<file path="config.mk">
export PLATFORM = sky130hd
export DESIGN_NAME = score_rx
export DESIGN_NICKNAME = d
export VERILOG_FILES = /design/src/rtl/score_rx.sv
export SDC_FILE = /design/constraint.sdc
export NUM_CORES = 1
export LEC_CHECK = 0
export ABC_AREA = 1
export CORE_AREA = 2 2 67 69
export DETAILED_ROUTE_END_ITERATION = 7
export DIE_AREA = 0 0 69 71
export HOLD_SLACK_MARGIN = 0.12
export PLACE_DENSITY_LB_ADDON = 0.2
export SLEW_MARGIN = 30
export SYNTH_ARGS = -nofsm -noshare
export SYNTH_HDL_FRONTEND = slang
export SYNTH_SLANG_ARGS = --single-unit
export TNS_END_PERCENT = 50
</file>
<file path="constraint.sdc">
create_clock -name clk -period 4.3 [get_ports clk]
set_input_delay 0.86 -clock clk [delete_from_list [all_inputs] [get_ports clk]]
set_output_delay 0.86 -clock clk [all_outputs]
set_load 0.03 [all_outputs]
</file>
<file path="src/rtl/score_rx.sv">
// Receiver for the multiplexed two-digit score bus: synchronizes the pins, filters each digit,
// decodes 7-segment patterns and tracks blanking / game-over from the display blink pattern.

module score_filter #(
  parameter int STABLE_COUNT = 2
) (
  input  logic       clk,
  input  logic       reset,
  input  logic       sample,
  input  logic [3:0] value,
  output logic [3:0] score
);

  localparam int CW = $clog2(STABLE_COUNT + 1);

  logic [3:0]    cand;
  logic [3:0]    cand_nxt;
  logic [CW-1:0] cnt;
  logic [CW-1:0] cnt_nxt;

  // A differing sample restarts the candidate; the score only follows a full run of matches.
  always_comb begin
    cand_nxt = cand;
    cnt_nxt  = cnt;
    if (sample) begin
      if (value == cand) begin
        if (cnt != CW'(STABLE_COUNT))
          cnt_nxt = cnt + 1'b1;
      end else begin
        cand_nxt = value;
        cnt_nxt  = CW'(1);
      end
    end
  end

  always_ff @(posedge clk or posedge reset) begin
    if (reset) begin
      cand  <= '0;
      cnt   <= '0;
      score <= '0;
    end else begin
      cand <= cand_nxt;
      cnt  <= cnt_nxt;
      if (sample && (cnt_nxt == CW'(STABLE_COUNT)))
        score <= cand_nxt;
    end
  end

endmodule

module score_rx #(
  parameter int SYNC_STAGES     = 2,
  parameter int STABLE_COUNT    = 2,
  parameter int BLANK_TIMEOUT   = 16,
  parameter int GAMEOVER_BLINKS = 2
) (
  input  logic       clk,
  input  logic       reset,
  input  logic [3:0] score_i,
  input  logic       cath1_i,
  input  logic       cath2_i,
  output logic [3:0] score_p1,
  output logic [3:0] score_p2,
  output logic [6:0] seg_p1,
  output logic [6:0] seg_p2,
  output logic       blanked,
  output logic       game_over,
  output logic       bus_err
);

  localparam int BW = $clog2(BLANK_TIMEOUT + 1);
  localparam int KW = $clog2(GAMEOVER_BLINKS + 1);

  typedef enum logic [1:0] {ST_IDLE, ST_RUN, ST_BLANK, ST_OVER} state_t;

  logic [SYNC_STAGES-1:0][5:0] sync_q;
  logic [3:0]    s_score;
  logic          s_c1;
  logic          s_c2;
  logic          p1_smp;
  logic          p2_smp;
  logic          idle_smp;
  logic          conf_smp;
  logic          active;
  logic [BW-1:0] blank_cnt;
  logic [BW-1:0] blank_nxt;
  logic          blank_rise;
  logic [KW-1:0] blink_cnt;
  state_t        state;

  always_ff @(posedge clk or posedge reset) begin
    if (reset)
      sync_q <= '0;
    else
      sync_q <= {sync_q[SYNC_STAGES-2:0], {score_i, cath1_i, cath2_i}};
  end

  assign {s_score, s_c1, s_c2} = sync_q[SYNC_STAGES-1];
  assign p1_smp   = s_c1 & ~s_c2;
  assign p2_smp   = ~s_c1 & s_c2;
  assign idle_smp = ~s_c1 & ~s_c2;
  assign conf_smp = s_c1 & s_c2;
  assign active   = p1_smp | p2_smp;

  score_filter #(.STABLE_COUNT(STABLE_COUNT)) u_filt_p1 (
    .clk(clk), .reset(reset), .sample(p1_smp), .value(s_score), .score(score_p1)
  );

  score_filter #(.STABLE_COUNT(STABLE_COUNT)) u_filt_p2 (
    .clk(clk), .reset(reset), .sample(p2_smp), .value(s_score), .score(score_p2)
  );

  // Conflict cycles neither advance nor clear the blank run.
  always_comb begin
    blank_nxt = blank_cnt;
    if (active)
      blank_nxt = '0;
    else if (idle_smp && (blank_cnt != BW'(BLANK_TIMEOUT)))
      blank_nxt = blank_cnt + 1'b1;
  end

  assign blank_rise = idle_smp && (blank_cnt == BW'(BLANK_TIMEOUT - 1));

  always_ff @(posedge clk or posedge reset) begin
    if (reset) begin
      blank_cnt <= '0;
      blanked   <= 1'b0;
      bus_err   <= 1'b0;
    end else begin
      blank_cnt <= blank_nxt;
      blanked   <= (blank_nxt == BW'(BLANK_TIMEOUT));
      bus_err   <= bus_err | conf_smp;
    end
  end

  // Blink periods only count once the display has been seen running.
  always_ff @(posedge clk or posedge reset) begin
    if (reset) begin
      state     <= ST_IDLE;
      blink_cnt <= '0;
      game_over <= 1'b0;
    end else begin
      case (state)
        ST_IDLE: begin
          if (active)
            state <= ST_RUN;
        end
        ST_RUN: begin
          if (blank_rise) begin
            state <= ST_BLANK;
            if (blink_cnt != KW'(GAMEOVER_BLINKS))
              blink_cnt <= blink_cnt + 1'b1;
          end
        end
        ST_BLANK: begin
          if (active) begin
            if (blink_cnt >= KW'(GAMEOVER_BLINKS)) begin
              state     <= ST_OVER;
              game_over <= 1'b1;
            end else begin
              state <= ST_RUN;
            end
          end
        end
        default: begin
          state     <= ST_OVER;
          game_over <= 1'b1;
        end
      endcase
    end
  end

  function automatic logic [6:0] seg7(input logic [3:0] d);
    logic [6:0] s;
    case (d)
      4'd0:    s = 7'h3F;
      4'd1:    s = 7'h06;
      4'd2:    s = 7'h5B;
      4'd3:    s = 7'h4F;
      4'd4:    s = 7'h66;
      4'd5:    s = 7'h6D;
      4'd6:    s = 7'h7D;
      4'd7:    s = 7'h07;
      4'd8:    s = 7'h7F;
      4'd9:    s = 7'h6F;
      default: s = 7'h00;
    endcase
    return s;
  endfunction

  assign seg_p1 = seg7(score_p1);
  assign seg_p2 = seg7(score_p2);

endmodule

</file>
==> impl_metrics.json <==
{
  "clock_sinks": 44,
  "crit_path_frequent_cell": "inv_1",
  "placed_cell_area_um2": 2790,
  "numCtsBuffers": 5,
  "synth_top_family_by_area": "simple AND/OR/NAND/NOR gates",
  "worstPathCellList": "inv_1 -> ha_1 -> nand2_1 -> inv_1 -> a21oi_1 -> o21ai_0 -> clkdlybuf4s50_1",
  "synth_top_area_share_pct": 45.7,
  "antenna_found_initial": 0,
  "worstHoldPathType": "reg -> reg",
  "ys_seq_area_share_pct": 45.7,
  "worst-endpoint-required_ps": 3440,
  "postCtsSetupBuffers": 0,
  "relSlewSlack_pct": 66.3,
  "routed_wl_mm": 3.82,
  "clockBufferDepth": 2,
  "fmax_mhz": 331,
  "diodes": 0,
  "start_util_pct": 57.3,
  "path_clk_slew_ps": 90,
  "synth-xor-area-share_pct": 2.13,
  "syn-cell-area_um2": 2410,
  "synth_edf_count": 0,
  "first_pass_iters": 4,
  "fin_crit_ps": 3020,
  "reg2reg_slack_ps": 2690,
  "path_class": "reg -> out",
  "synth_area_leaders": "dfrtp_1 (46%), nand2_1 (12%), ha_1 (11%), inv_1 (8.4%), o21ai_0 (3.7%)",
  "grt_max_degree": 25,
  "reg2reg_to": "u_filt_p1.score[3]",
  "antenna_left": 0,
  "post-route-period-util_pct": 70.2,
  "rr_startpoint": "s_c2",
  "cts_tree": "yes",
  "dieArea_um2": 4900,
  "vias": 1810,
  "drv_slew": 0,
  "io_pins": 33,
  "synth_seq_cells": 44,
  "h-tree-depth": 2,
  "cp-start-kind": "flop",
  "synth_fa_ha_area_share_pct": 11.4,
  "syn_to_final_growth_pct": 20.4,
  "cts_resized": 0,
  "gp_congestion": 0.841,
  "dpl.cell_count": 378,
  "finalSetupTns_ps": 0,
  "rsz0062_at_grt": "no",
  "crit_path_max_incr_delay_ps": 680,
  "p_leak_nw": 1.51,
  "finish.instance_area_um2": 2900,
  "yosys_warnings": 0,
  "synthCells": 296,
  "drc": 0,
  "grt_pass1_vias": 1636,
  "hold_viol": 0,
  "nFillCells": 366,
  "yosysTopAreaCell": "dfrtp_1",
  "status": "finished, final reports clean",
  "async_flop_share_pct": 100,
  "critPathMaxFanout": 8,
  "drt_iter0_drc": 51,
  "port_buffers": 32,
  "critPathArrivalTime_ps": 2160,
  "end_kind": "output port",
  "synthMuxAreaShare_pct": 0,
  "die_h_um": 71,
  "wl_per_cell_um": 9.90,
  "clk_latency_ps": 300,
  "synth_flop_cell": "dfrtp_1",
  "fin_nets": 363,
  "worst_pin_slew_ps": 504,
  "avgSynthCellArea_um2": 8.14,
  "cts_hold_buf": 0,
  "synth_simple_gate_area_share_pct": 23.7,
  "cellPowerDensity_nw_per_um2": 479,
  "cts_root_buffer": "clkbuf_8",
  "hpwl_mm": 2.96,
  "drive_gt1_share_pct": 9.88,
  "irDropWorstVdd_v": 0.000305,
  "grt_use_total_pct": 17.3,
  "synth_cell_types": 28,
  "synth-compound-area-share_pct": 7.17,
  "min_from": "sync_q[4]",
  "num_rows": 24,
  "die_w_um": 69,
  "maxCapViolCount": 0,
  "crit_start": "u_filt_p1.score[1]",
  "reg2reg_depth": 9,
  "overflow": 0,
  "finClkSkew_ps": 6.52,
  "vias_per_cell": 4.69,
  "grt_pass1_wl_mm": 6.84,
  "crit_path_end": "seg_p1[3]",
  "design.core.area_um2": 4200,
  "worst_path_max_delay_cell": "clkdlybuf4s50_1",
  "stdcell_count": 386,
  "syn_nets": 326,
  "setup_viol": 0
}
cells in the mapped netlist (2+ instances only):
| master | number |
|---|---|
| nand2_1 | 80 |
| buf_2 | 2 |
| nor2_2 | 3 |
| inv_2 | 5 |
| inv_1 | 54 |
| o21ai_0 | 18 |
| nand2_2 | 5 |
| o21ai_1 | 4 |
| nor3_1 | 2 |
| dfrtp_1 | 44 |
| a21oi_1 | 4 |
| nand3_1 | 12 |
| xnor2_1 | 3 |
| ha_1 | 22 |
| or2_2 | 3 |
| nand3_2 | 2 |
| a31oi_1 | 3 |
| nor2_1 | 20 |
cell families after synthesis:
group | count (synthesis)
and+or+nand+nor | 131
buffers and inverters | 62
DFF | 44
AOI/OAI and AO/OA | 32
adders and majority gates | 22
xor gates and xnor gates | 5
report_power, final:
part           total, mW  internal, mW  leakage, nW  switching [mW]
Combinational      0.572         0.229        0.911           0.343
Clock              0.318         0.175       0.0548           0.143
Sequential         0.500         0.456        0.542          0.0441
per-layer routing:
| layer | up-vias | share of wire [%] | global-route usage, % |
|---|---|---|---|
| li1 | 970 | - | - |
| met1 | 793 | 47 | 20.8 |
| met2 | 38 | 47 | 29.6 |
| met3 | 9 | 4.2 | 4.42 |
| met4 | 0 | 1.7 | 7.63 |
| met5 | - | 0 | 0 |
layout make-up:
class                   instances  area (um2)  area share [%]
inverters                      59         221            7.64
well taps                      52        65.1            2.24
repair buffers                 33         328            11.3
clock inverters                 3        46.3            1.60
clock buffers                   5        68.8            2.37
multi-input cells             190        1070            36.9
flip-flops and latches         44        1100            38.0
critical path: cells and delay by family (launching register included):
kind,cells,cell delay [ps]
AO/OA/AOI/OAI,2,180
flip-flops,1,470
AND/OR/NAND/NOR,1,50
buffers and inverters,3,870
adder cells (fa/ha/maj),1,280
registers in the layout (all words and copies together), names as in the netlist:
| signal | flops |
|---|---|
| u_filt_p2.cand | 4 |
| u_filt_p1.cand | 4 |
| u_filt_p2.score | 4 |
| u_filt_p1.cnt | 2 |
| sync_q | 6 |
| u_filt_p1.score | 4 |
| blanked | 1 |
| s_c2 | 1 |
| blank_cnt | 5 |
| s_c1 | 1 |
| bus_err | 1 |
| s_score | 4 |
| u_filt_p2.cnt | 2 |
| game_over | 1 |
| blink_cnt | 2 |
| state | 2 |
worst min-delay path by stage:
stage / end / slack [ps] / depth (start not counted)
global route: s_c2 / 370 / 0
CTS: s_score[2] / 360 / 0
floorplan: s_c1 / 330 / 0
finish: s_score[2] / 350 / 0
detailed placement: s_score[2] / 340 / 0
global placement: s_score[0] / 330 / 0
placed cells by master, fill, tap and decap left out, types with 3 or more instances in the layout:
cell type,count
a21oi_1,4
xnor2_1,3
ha_1,22
o21ai_1,4
nand3_1,12
nand2_2,5
clkdlybuf4s50_1,32
inv_2,6
or2_2,3
dfrtp_1,44
nand2_1,80
inv_1,53
o21ai_0,18
a31oi_1,3
nor2_1,20
nor2_2,3
clkbuf_8,5
per-stage QoR:
| step | total power [mW] | worst slack, ps | hold slack (ps) | utilization, % |
|---|---|---|---|---|
| floorplan | 0.875 | 1590 | 331 | - |
| global placement | 1.08 | 1660 | 333 | 66.3 |
| detailed placement | 1.08 | 1600 | 341 | 66.3 |
| CTS | 1.40 | 1260 | 361 | 69.0 |
| global route | 1.48 | 1150 | 368 | 69.0 |
| finish | 1.39 | 1280 | 354 | 69.0 |
No activity file was read; power rests on OpenSTA's default activity.
